`src/rtl/dof_ex_operand_stage_if.sv`:
```
// rtl/dof_ex_operand_stage_if.sv - DOF/EX boundary signal bundle
// slave is the stage itself; master is whatever drives DOF, EX feedback and WB.
interface dof_ex_operand_stage_if #(
  parameter int DATA_W = 32,
  parameter int REG_AW = 5,
  parameter int CTRL_W = 16,
  parameter int CNT_W  = 16
);
  logic              dof_valid;
  logic [REG_AW-1:0] dof_dr;
  logic [REG_AW-1:0] dof_sa;
  logic [REG_AW-1:0] dof_sb;
  logic              dof_use_a;
  logic              dof_use_b;
  logic [DATA_W-1:0] dof_bus_a;
  logic [DATA_W-1:0] dof_bus_b;
  logic              dof_reg_write;
  logic              dof_is_load;
  logic [CTRL_W-1:0] dof_ctrl;
  logic [DATA_W-1:0] ex_result;
  logic [DATA_W-1:0] wb_data;
  logic [REG_AW-1:0] wb_dr;
  logic              wb_reg_write;
  logic              flush;

  logic              stall;
  logic              ex_valid;
  logic [DATA_W-1:0] ex_bus_a;
  logic [DATA_W-1:0] ex_bus_b;
  logic [REG_AW-1:0] ex_dr;
  logic              ex_reg_write;
  logic              ex_is_load;
  logic [CTRL_W-1:0] ex_ctrl;
  logic [CNT_W-1:0]  stall_count;
  logic [CNT_W-1:0]  fwd_count;

  modport slave (
    input  dof_valid, dof_dr, dof_sa, dof_sb, dof_use_a, dof_use_b,
           dof_bus_a, dof_bus_b, dof_reg_write, dof_is_load, dof_ctrl,
           ex_result, wb_data, wb_dr, wb_reg_write, flush,
    output stall, ex_valid, ex_bus_a, ex_bus_b, ex_dr, ex_reg_write,
           ex_is_load, ex_ctrl, stall_count, fwd_count
  );

  modport master (
    output dof_valid, dof_dr, dof_sa, dof_sb, dof_use_a, dof_use_b,
           dof_bus_a, dof_bus_b, dof_reg_write, dof_is_load, dof_ctrl,
           ex_result, wb_data, wb_dr, wb_reg_write, flush,
    input  stall, ex_valid, ex_bus_a, ex_bus_b, ex_dr, ex_reg_write,
           ex_is_load, ex_ctrl, stall_count, fwd_count
  );
endinterface

```
`src/rtl/dof_ex_operand_stage.sv`:
```
// rtl/dof_ex_operand_stage.sv - DOF/EX pipeline register with forwarding and load-use stall
// Operands are resolved EX-first then WB; a load in EX feeding DOF costs one bubble.
module dof_ex_operand_stage #(
  parameter int DATA_W = 32,
  parameter int REG_AW = 5,
  parameter int CTRL_W = 16,
  parameter int CNT_W  = 16
) (
  input  logic                     i_clk,
  input  logic                     i_rst,
  dof_ex_operand_stage_if.slave    bus
);

  localparam logic [CNT_W-1:0] CNT_ONE = CNT_W'(1);

  logic              r_ex_valid;
  logic [DATA_W-1:0] r_ex_bus_a;
  logic [DATA_W-1:0] r_ex_bus_b;
  logic [REG_AW-1:0] r_ex_dr;
  logic              r_ex_reg_write;
  logic              r_ex_is_load;
  logic [CTRL_W-1:0] r_ex_ctrl;
  logic [CNT_W-1:0]  r_stall_count;
  logic [CNT_W-1:0]  r_fwd_count;

  logic              w_ex_writes;
  logic              w_req_a;
  logic              w_req_b;
  logic              w_ex_hit_a;
  logic              w_ex_hit_b;
  logic              w_wb_hit_a;
  logic              w_wb_hit_b;
  logic              w_fwd_ex_a;
  logic              w_fwd_ex_b;
  logic              w_fwd_wb_a;
  logic              w_fwd_wb_b;
  logic              w_any_fwd;
  logic              w_hazard;
  logic              w_stall;
  logic              w_bubble;
  logic [DATA_W-1:0] w_bus_a;
  logic [DATA_W-1:0] w_bus_b;

  // R0 is hardwired zero, so a write to it must never be forwarded.
  assign w_ex_writes = r_ex_valid & r_ex_reg_write;
  assign w_req_a     = bus.dof_valid & bus.dof_use_a & (bus.dof_sa != '0);
  assign w_req_b     = bus.dof_valid & bus.dof_use_b & (bus.dof_sb != '0);

  assign w_ex_hit_a  = w_req_a & w_ex_writes & (bus.dof_sa == r_ex_dr);
  assign w_ex_hit_b  = w_req_b & w_ex_writes & (bus.dof_sb == r_ex_dr);
  assign w_wb_hit_a  = w_req_a & bus.wb_reg_write & (bus.dof_sa == bus.wb_dr);
  assign w_wb_hit_b  = w_req_b & bus.wb_reg_write & (bus.dof_sb == bus.wb_dr);

  assign w_fwd_ex_a  = w_ex_hit_a & ~r_ex_is_load;
  assign w_fwd_ex_b  = w_ex_hit_b & ~r_ex_is_load;
  assign w_fwd_wb_a  = ~w_fwd_ex_a & w_wb_hit_a;
  assign w_fwd_wb_b  = ~w_fwd_ex_b & w_wb_hit_b;
  assign w_any_fwd   = w_fwd_ex_a | w_fwd_wb_a | w_fwd_ex_b | w_fwd_wb_b;

  assign w_bus_a = w_fwd_ex_a ? bus.ex_result :
                   w_fwd_wb_a ? bus.wb_data   : bus.dof_bus_a;
  assign w_bus_b = w_fwd_ex_b ? bus.ex_result :
                   w_fwd_wb_b ? bus.wb_data   : bus.dof_bus_b;

  // A flushed instruction is dead, so it neither stalls nor enters EX.
  assign w_hazard = (w_ex_hit_a | w_ex_hit_b) & r_ex_is_load;
  assign w_stall  = w_hazard & ~bus.flush & ~i_rst;
  assign w_bubble = ~bus.dof_valid | bus.flush | w_hazard;

  always_ff @(posedge i_clk) begin
    if (i_rst) begin
      r_ex_valid     <= 1'b0;
      r_ex_bus_a     <= '0;
      r_ex_bus_b     <= '0;
      r_ex_dr        <= '0;
      r_ex_reg_write <= 1'b0;
      r_ex_is_load   <= 1'b0;
      r_ex_ctrl      <= '0;
    end else if (w_bubble) begin
      r_ex_valid     <= 1'b0;
      r_ex_reg_write <= 1'b0;
      r_ex_is_load   <= 1'b0;
      r_ex_ctrl      <= '0;
    end else begin
      r_ex_valid     <= 1'b1;
      r_ex_bus_a     <= w_bus_a;
      r_ex_bus_b     <= w_bus_b;
      r_ex_dr        <= bus.dof_dr;
      r_ex_reg_write <= bus.dof_reg_write;
      r_ex_is_load   <= bus.dof_is_load;
      r_ex_ctrl      <= bus.dof_ctrl;
    end
  end

  always_ff @(posedge i_clk) begin
    if (i_rst) begin
      r_stall_count <= '0;
      r_fwd_count   <= '0;
    end else begin
      if (w_stall && (r_stall_count != '1)) begin
        r_stall_count <= r_stall_count + CNT_ONE;
      end
      if (!w_bubble && w_any_fwd && (r_fwd_count != '1)) begin
        r_fwd_count <= r_fwd_count + CNT_ONE;
      end
    end
  end

  assign bus.stall        = w_stall;
  assign bus.ex_valid     = r_ex_valid;
  assign bus.ex_bus_a     = r_ex_bus_a;
  assign bus.ex_bus_b     = r_ex_bus_b;
  assign bus.ex_dr        = r_ex_dr;
  assign bus.ex_reg_write = r_ex_reg_write;
  assign bus.ex_is_load   = r_ex_is_load;
  assign bus.ex_ctrl      = r_ex_ctrl;
  assign bus.stall_count  = r_stall_count;
  assign bus.fwd_count    = r_fwd_count;

endmodule

```
`src/flat_wrapper.sv`:
```
// flat-port wrapper written by rule: the top's interface ports become plain ports
module dof_ex_operand_stage_flat 
#(
  parameter int DATA_W = 32,
  parameter int REG_AW = 5,
  parameter int CTRL_W = 16,
  parameter int CNT_W  = 16
)
  (i_clk, i_rst, bus_dof_valid, bus_dof_dr, bus_dof_sa, bus_dof_sb, bus_dof_use_a, bus_dof_use_b, bus_dof_bus_a, bus_dof_bus_b, bus_dof_reg_write, bus_dof_is_load, bus_dof_ctrl, bus_ex_result, bus_wb_data, bus_wb_dr, bus_wb_reg_write, bus_flush, bus_stall, bus_ex_valid, bus_ex_bus_a, bus_ex_bus_b, bus_ex_dr, bus_ex_reg_write, bus_ex_is_load, bus_ex_ctrl, bus_stall_count, bus_fwd_count);
  dof_ex_operand_stage_if #(.DATA_W(DATA_W), .REG_AW(REG_AW), .CTRL_W(CTRL_W), .CNT_W(CNT_W)) bus_i ();
  input  logic i_clk;
  input  logic i_rst;
  input wire logic [$bits(bus_i.dof_valid)-1:0] bus_dof_valid;
  input wire logic [$bits(bus_i.dof_dr)-1:0] bus_dof_dr;
  input wire logic [$bits(bus_i.dof_sa)-1:0] bus_dof_sa;
  input wire logic [$bits(bus_i.dof_sb)-1:0] bus_dof_sb;
  input wire logic [$bits(bus_i.dof_use_a)-1:0] bus_dof_use_a;
  input wire logic [$bits(bus_i.dof_use_b)-1:0] bus_dof_use_b;
  input wire logic [$bits(bus_i.dof_bus_a)-1:0] bus_dof_bus_a;
  input wire logic [$bits(bus_i.dof_bus_b)-1:0] bus_dof_bus_b;
  input wire logic [$bits(bus_i.dof_reg_write)-1:0] bus_dof_reg_write;
  input wire logic [$bits(bus_i.dof_is_load)-1:0] bus_dof_is_load;
  input wire logic [$bits(bus_i.dof_ctrl)-1:0] bus_dof_ctrl;
  input wire logic [$bits(bus_i.ex_result)-1:0] bus_ex_result;
  input wire logic [$bits(bus_i.wb_data)-1:0] bus_wb_data;
  input wire logic [$bits(bus_i.wb_dr)-1:0] bus_wb_dr;
  input wire logic [$bits(bus_i.wb_reg_write)-1:0] bus_wb_reg_write;
  input wire logic [$bits(bus_i.flush)-1:0] bus_flush;
  output wire logic [$bits(bus_i.stall)-1:0] bus_stall;
  output wire logic [$bits(bus_i.ex_valid)-1:0] bus_ex_valid;
  output wire logic [$bits(bus_i.ex_bus_a)-1:0] bus_ex_bus_a;
  output wire logic [$bits(bus_i.ex_bus_b)-1:0] bus_ex_bus_b;
  output wire logic [$bits(bus_i.ex_dr)-1:0] bus_ex_dr;
  output wire logic [$bits(bus_i.ex_reg_write)-1:0] bus_ex_reg_write;
  output wire logic [$bits(bus_i.ex_is_load)-1:0] bus_ex_is_load;
  output wire logic [$bits(bus_i.ex_ctrl)-1:0] bus_ex_ctrl;
  output wire logic [$bits(bus_i.stall_count)-1:0] bus_stall_count;
  output wire logic [$bits(bus_i.fwd_count)-1:0] bus_fwd_count;
  assign bus_i.dof_valid = bus_dof_valid;
  assign bus_i.dof_dr = bus_dof_dr;
  assign bus_i.dof_sa = bus_dof_sa;
  assign bus_i.dof_sb = bus_dof_sb;
  assign bus_i.dof_use_a = bus_dof_use_a;
  assign bus_i.dof_use_b = bus_dof_use_b;
  assign bus_i.dof_bus_a = bus_dof_bus_a;
  assign bus_i.dof_bus_b = bus_dof_bus_b;
  assign bus_i.dof_reg_write = bus_dof_reg_write;
  assign bus_i.dof_is_load = bus_dof_is_load;
  assign bus_i.dof_ctrl = bus_dof_ctrl;
  assign bus_i.ex_result = bus_ex_result;
  assign bus_i.wb_data = bus_wb_data;
  assign bus_i.wb_dr = bus_wb_dr;
  assign bus_i.wb_reg_write = bus_wb_reg_write;
  assign bus_i.flush = bus_flush;
  assign bus_stall = bus_i.stall;
  assign bus_ex_valid = bus_i.ex_valid;
  assign bus_ex_bus_a = bus_i.ex_bus_a;
  assign bus_ex_bus_b = bus_i.ex_bus_b;
  assign bus_ex_dr = bus_i.ex_dr;
  assign bus_ex_reg_write = bus_i.ex_reg_write;
  assign bus_ex_is_load = bus_i.ex_is_load;
  assign bus_ex_ctrl = bus_i.ex_ctrl;
  assign bus_stall_count = bus_i.stall_count;
  assign bus_fwd_count = bus_i.fwd_count;
  dof_ex_operand_stage #(.DATA_W(DATA_W), .REG_AW(REG_AW), .CTRL_W(CTRL_W), .CNT_W(CNT_W)) u_core (.i_clk(i_clk), .i_rst(i_rst), .bus(bus_i));
endmodule
```
`config.mk`:
```
export PLATFORM = sky130hd
export DESIGN_NAME = dof_ex_operand_stage_flat
export DESIGN_NICKNAME = d
export VERILOG_FILES = /design/src/rtl/dof_ex_operand_stage_if.sv /design/src/rtl/dof_ex_operand_stage.sv /design/src/flat_wrapper.sv
export SDC_FILE = /design/constraint.sdc
export NUM_CORES = 1
export LEC_CHECK = 0
export CORE_UTILIZATION = 36
export CTS_CLUSTER_DIAMETER = 50
export DETAILED_ROUTE_END_ITERATION = 10
export HOLD_SLACK_MARGIN = 0.1
export MAX_ROUTING_LAYER = met4
export PLACE_DENSITY = 0.87
export SLEW_MARGIN = 10
export SYNTH_ARGS = -nofsm -noshare
export SYNTH_HDL_FRONTEND = slang
export SYNTH_SLANG_ARGS = --single-unit
export TNS_END_PERCENT = 20
```
`constraint.sdc`:
```
create_clock -name i_clk -period 3.65 [get_ports i_clk]
set_input_delay 1.095 -clock i_clk [delete_from_list [all_inputs] [get_ports i_clk]]
set_output_delay 1.095 -clock i_clk [all_outputs]
set_load 0.1 [all_outputs]
```
==> results.toml <==
[run_status]
status = "complete, but fails checks"
violations = "negative setup slack"

[power]
p_leak_uw = 0.00394
p_per_area_nw_per_um2 = 402
irDropWorstVdd_mv = 0.283

[place]
dpl_cell_area_sq_um = 8880
dp_hpwl_microns = 15200
portBuffers = 293
gp_congestion = 0.900
post-place-ws_ns = -0.462
numPlacedInstances = 1140

[finish]
finalNonFillerCells = 1193
diodes = 0
drive_gt1_frac = 0.249
final_area_sq_um = 9750
area_growth_pct = 69.4
fin_nets = 1144

[worst_setup_path]
critical_path_arrival_ns = 2.61
critical_path.max_stage_delay_ns = 0.52
crit_path_cell_trace = "buf_2 > or4_4 > o211ai_4 > nor3_4 > o211ai_1 > buf_4 > clkinvlp_4 > buf_12"
worstSetupStartpointType = "primary input"
reg2reg_depth = 13
critPathSlowestCell = "or4_4"
crit_fanout = 2
crit_path_end_kind = "output port"
cp.required_ns = 2.55
path_class = "primary input to output port"

[timing]
rsz0062_at_grt = "true"
final-setup-viol-count = 1
hold_viol = 0
relSlewSlack = 0.575
timing.final.crit_period_ns = 3.71
clock-skew-final_ns = 0.00637
holdWs_ns = 0.467
setup_slack_ns = -0.0551
fin_crit_sh = 1.02
finalSetupTns_ns = -0.0551
fmaxAchievable_mhz = 270
maxSlewViolCount = 0
tightestPinTransition_ns = 0.638

[detailed_routing]
routedWlPerCell_microns = 17.4
drtIter0Drc = 341
routed_via_density = 5.10
drt_pass1_iterations = 4
wl_microns = 20800
postRouteAntennaNets = 0
vias = 6083
drc = 0

[flow_run]
drv_cap = 0

[global_routing]
antenna_found_initial = 0
grt_pass1_wl_microns = 30400
grt.busiest_layer = "met2"
grt_max_degree = 65
grt_pass1_vias = 5809
use_met3 = 0.0624
grt.met2_usage = 0.406
grt_overflow = 0
track_usage = 0.251
grt_use_met1 = 0.294

[synth]
synth_warnings = 0
yosysSeqAreaShare = 0.418
avgSynthCellArea_sq_um = 8.99
ys_ff_latch = 120
synthCells = 640
yosys-top-cells-area = "dfxtp_1 (42%), mux2i_1 (12%), xnor2_1 (6.5%), a22o_1 (4.9%), o2bb2ai_1 (4.9%)"
synth_top_area_cell = "dfxtp_1"
synth_area_sq_um = 5750
synth.distinct_cells = 39
yosys.area.top_type_share = 0.418
synth.net_count = 815

[worst_hold_path]
hold_class = "flop to flop"
whs_path_depth = 1

[clock_network]
cts_root_buf = "clkbuf_16"
hold_buffers = 0
clockBufferDepth = 2
numCtsBuffers = 17
cts_max_level = 4
numClockSinks = 120
clk_pin_slew_ns = 0.05
cts_tree = "built"
clkLatencyLatePin_ns = 0.41

[floorplanning]
core.rowCount = 45
die_h_microns = 128
chipWidth_microns = 128
initial_utilization = 0.374
num_io_pins = 294
coreArea_sq_um = 15400
die_area_sq_um = 16500
-- timing repair --
item / in CTS / in global routing
gates resized for setup: 35 / 16
endpoints found under the hold margin: 0 / 0
cloned: 0 / 1
setup endpoints to repair: 1 / 93
pin swaps: 8 / 6
buffers inserted: 18 / 2
-- where the power goes --
part,internal [uW],leakage [uW],total [uW],switching [uW]
registers,1350,0.000977,1380,28.3
clock network,1090,0.000297,1740,653
logic,314,0.00267,797,483
total,2760,0.00394,3920,1160
-- state kept, by name, summed over array words and instances, names as in the netlist --
signal                   count
u_core.bus.fwd_count        16
u_core.bus.ex_dr             5
u_core.bus.ex_ctrl          16
u_core.bus.ex_reg_write      1
u_core.bus.ex_bus_a         32
u_core.bus.ex_is_load        1
u_core.bus.ex_valid          1
u_core.bus.ex_bus_b         32
u_core.bus.stall_count      16
-- final cells by class --
cell class,instances,area (sq um)
Sequential cell,120,2400
Multi-Input combinational cell,472,3270
Tap cell,211,264
Inverter,3,17.5
Fill cell,1226,5630
Timing Repair Buffer,355,3180
Clock buffer,17,425
Clock inverter,15,191
-- cell usage in the layout (no fill, tap or decap), types with 4 or more instances in the layout --
cell type,n
a21oi_1,35
nor2_1,69
and3_1,10
nor3_1,12
dfxtp_1,120
and4_1,4
buf_2,4
o21ai_0,34
a22o_1,32
inv_6,5
nand2_1,41
buf_12,6
nor4_1,6
buf_4,174
nor2b_1,4
nand4_1,10
and2_1,19
nand3_1,15
clkbuf_16,18
xnor2_1,43
o2bb2ai_1,32
buf_6,4
mux2i_1,70
clkdlybuf4s50_1,161
-- cell families after synthesis --
logic type | count (synthesis) | share of synthesized area
buffers and inverters | 48 | 0.0331
muxes | 72 | 0.126
adders and majority gates | 2 | 0.00435
xor gates and xnor gates | 44 | 0.0670
and+or+nand+nor | 212 | 0.181
DFF | 120 | 0.418
AOI/OAI and AO/OA | 142 | 0.171
-- worst paths after layout --
| check | startpoint | endpoint | slack (ns) |
|---|---|---|---|
| worst min register to register | u_core.bus.ex_bus_a[6] | u_core.bus.ex_bus_a[6] | 0.47 |
| worst max-delay path | bus_dof_sa[3] | bus_stall | -0.06 |
| worst min-delay path | u_core.bus.ex_bus_a[6] | u_core.bus.ex_bus_a[6] | 0.47 |
| worst max register to register | u_core.bus.ex_dr[0] | u_core.bus.fwd_count[4] | 0.62 |
-- cells in the mapped netlist (all sizes together) --
library cell    n
xor2            1
a22o           32
nand2          41
nor4            6
xnor2          43
a311oi          1
nor4b           5
and4            4
nor3b           1
nand2b          3
mux2i          70
a41o            1
a21oi          36
o2bb2ai        32
and3           10
o211ai          3
nand3          15
o21a            1
nand4          10
a31o            1
inv             3
ha              2
clkbuf         33
o21ai          35
buf            12
nor2b           4
or4             3
or3             4
mux2            2
dfxtp         120
nor3           16
nor2           71
and2           19
-- layer usage --
metal  vias up  share of wire
met5         -              0
met4         0          0.029
met3        41          0.071
met2       255           0.48
met1      2817           0.42
li1       2970              -
-- metrics by stage --
step | utilization | total power, uW
2_1_floorplan | - | 1850
3_3_place_gp | 0.578 | 2190
3_5_place_dp | 0.578 | 2190
4_1_cts | 0.626 | 3950
5_1_grt | 0.634 | 4060
6_report | 0.634 | 3920
-- worst max-delay path: cells and delay by family --
family / cells / cell delay [ns]
AND/OR/NAND/NOR: 2 / 0.59
buffers and inverters: 4 / 0.53
AO/OA/AOI/OAI: 2 / 0.38
(Power assumes the default switching activity.)
==> edit, RTL diff (same flow settings) <==
`DATA_W` is set to 32 in 3 places; all go to 40.
--- a/src/rtl/dof_ex_operand_stage_if.sv
+++ b/src/rtl/dof_ex_operand_stage_if.sv
@@ -1,7 +1,7 @@
 // rtl/dof_ex_operand_stage_if.sv - DOF/EX boundary signal bundle
 // slave is the stage itself; master is whatever drives DOF, EX feedback and WB.
 interface dof_ex_operand_stage_if #(
-  parameter int DATA_W = 32,
+  parameter int DATA_W = 40,
   parameter int REG_AW = 5,
   parameter int CTRL_W = 16,
   parameter int CNT_W  = 16
--- a/src/rtl/dof_ex_operand_stage.sv
+++ b/src/rtl/dof_ex_operand_stage.sv
@@ -1,7 +1,7 @@
 // rtl/dof_ex_operand_stage.sv - DOF/EX pipeline register with forwarding and load-use stall
 // Operands are resolved EX-first then WB; a load in EX feeding DOF costs one bubble.
 module dof_ex_operand_stage #(
-  parameter int DATA_W = 32,
+  parameter int DATA_W = 40,
   parameter int REG_AW = 5,
   parameter int CTRL_W = 16,
   parameter int CNT_W  = 16
--- a/src/flat_wrapper.sv
+++ b/src/flat_wrapper.sv
@@ -1,7 +1,7 @@
 // flat-port wrapper written by rule: the top's interface ports become plain ports
 module dof_ex_operand_stage_flat 
 #(
-  parameter int DATA_W = 32,
+  parameter int DATA_W = 40,
   parameter int REG_AW = 5,
   parameter int CTRL_W = 16,
   parameter int CNT_W  = 16
Interface: changed (6 resized); port bits go from 294 to 342. No check against the original RTL was run, so the function may have changed too.
==> edit against the unedited design <==
The flow still finishes with violations (setup timing). First-iteration DRC count fell by 5.6%. Sequential cell count rose by 16. Critical path type unchanged. Critical endpoint unchanged. Sequential power rose by 14%. Power rose by 8.1%. Worst setup slack got worse by 110 ps. Largest cell class unchanged. Area after synthesis rose by 14%. Design area rose by 11%. Routed wire length rose by 12%.
==> edit: results (changes against the unedited design) <==
metric	value	unit	change
outcome	finished with violations		
violations	setup timing		
use_met2	42.2	%	+1.6 points
firstDrtPassIters	5		+1
place_congestion	0.936		+3.9%
drive_gt1_share	21.1	%	-3.9 points
wl_per_cell	16.5	µm	-5.5%
groute.usage.overall	24.8	%	-0.28 points
wl_met3	1410	µm	-4.9%
grt_pass1_vias	6573		+13%
ys_seq_area_share	41.4	%	-0.31 points
drtIter0Drc	322		-5.6%
port_buffers	341		+16%
leakagePower	4.35	nW	+10%
reg2reg_depth	12		-1
finalNetCount	1381		+21%
worstPathArrival	2720	ps	+110 ps
finalSetupTns	-164	ps	-109 ps
timing.rr.end	u_core.bus.fwd_count[14]		
synthXorXnorAreaFrac	4.27	%	-2.4 points
synth_nets	1024		+26%
setup_viol	1		unchanged
synthTopCellsByArea	dfxtp_1 41%, mux2i_1 12%, nand2_1 10%, o21ai_0 8.9%, xnor2_1 4.0%		
finalClockSkew	7.66	ps	+1.28 ps
synth.distinct_cells	42		+7.7%
startpoint	bus_dof_sb[3]		
ys_top_cells_by_count	183 x nand2_1, 136 x dfxtp_1, 117 x o21ai_0		
slew_headroom	60.3	%	+2.8 points
synth_compound_area_share	15.9	%	-1.2 points
ir_drop	0.342	mV	+21%
setup_slack	-164	ps	-109 ps
fillers	1571		+28%
grt_start_max_net_pins	81		+25%
wl_met1	9600	µm	+11%
-- edit: changes by cell type in the layout (fill, tap and decap cells not counted), sizes merged, moves of 16 or more --
| cell | delta |
|---|---|
| o2bb2ai | -32 |
| nand2 | +142 |
| dfxtp | +16 |
| nor2 | -46 |
| o21ai | +131 |
| clkdlybuf4s50 | +33 |
| a22o | -32 |
| a21oi | -17 |
-- edit: cell type report --
class	count	area share [%]
Multi-Input combinational cell	622	34.0
Timing Repair Buffer	392	32.6
Sequential cell	136	25.1
Clock buffer	19	4.17
Tap cell	229	2.64
Clock inverter	11	1.36
Inverter	5	0.208
-- edit: worst min path at each step --
stage | start | to | slack [ps] | depth (start not counted)
after floorplan | u_core.bus.ex_bus_a[0] | u_core.bus.ex_bus_a[0] | 870 | 2
after global placement | u_core.bus.ex_bus_a[31] | u_core.bus.ex_bus_a[31] | 430 | 2
after detailed placement | u_core.bus.ex_bus_b[25] | u_core.bus.ex_bus_b[25] | 440 | 2
after CTS | u_core.bus.ex_bus_b[25] | u_core.bus.ex_bus_b[25] | 450 | 2
after global routing | u_core.bus.ex_bus_b[7] | u_core.bus.ex_bus_b[7] | 470 | 2
final | u_core.bus.ex_bus_b[25] | u_core.bus.ex_bus_b[25] | 440 | 2
-- edit: power breakdown --
part           total (mW)  switching (mW)  internal (mW)
registers            1.57          0.0307           1.54
clock network        1.76           0.653           1.10
logic               0.912           0.568          0.344
total                4.24            1.25           2.99
-- edit: through the flow --
stage	power [mW]	cell area (µm²)	setup slack, ps	std cells	hold WS [ps]
after floorplan	2.12	6580	-272	817	873
after global placement	2.50	10100	-506	1374	433
after detailed placement	2.51	10100	-496	1374	438
after CTS	4.28	10800	-113	1411	445
after global routing	4.39	10900	-216	1414	466
final	4.24	10900	-164	1414	441
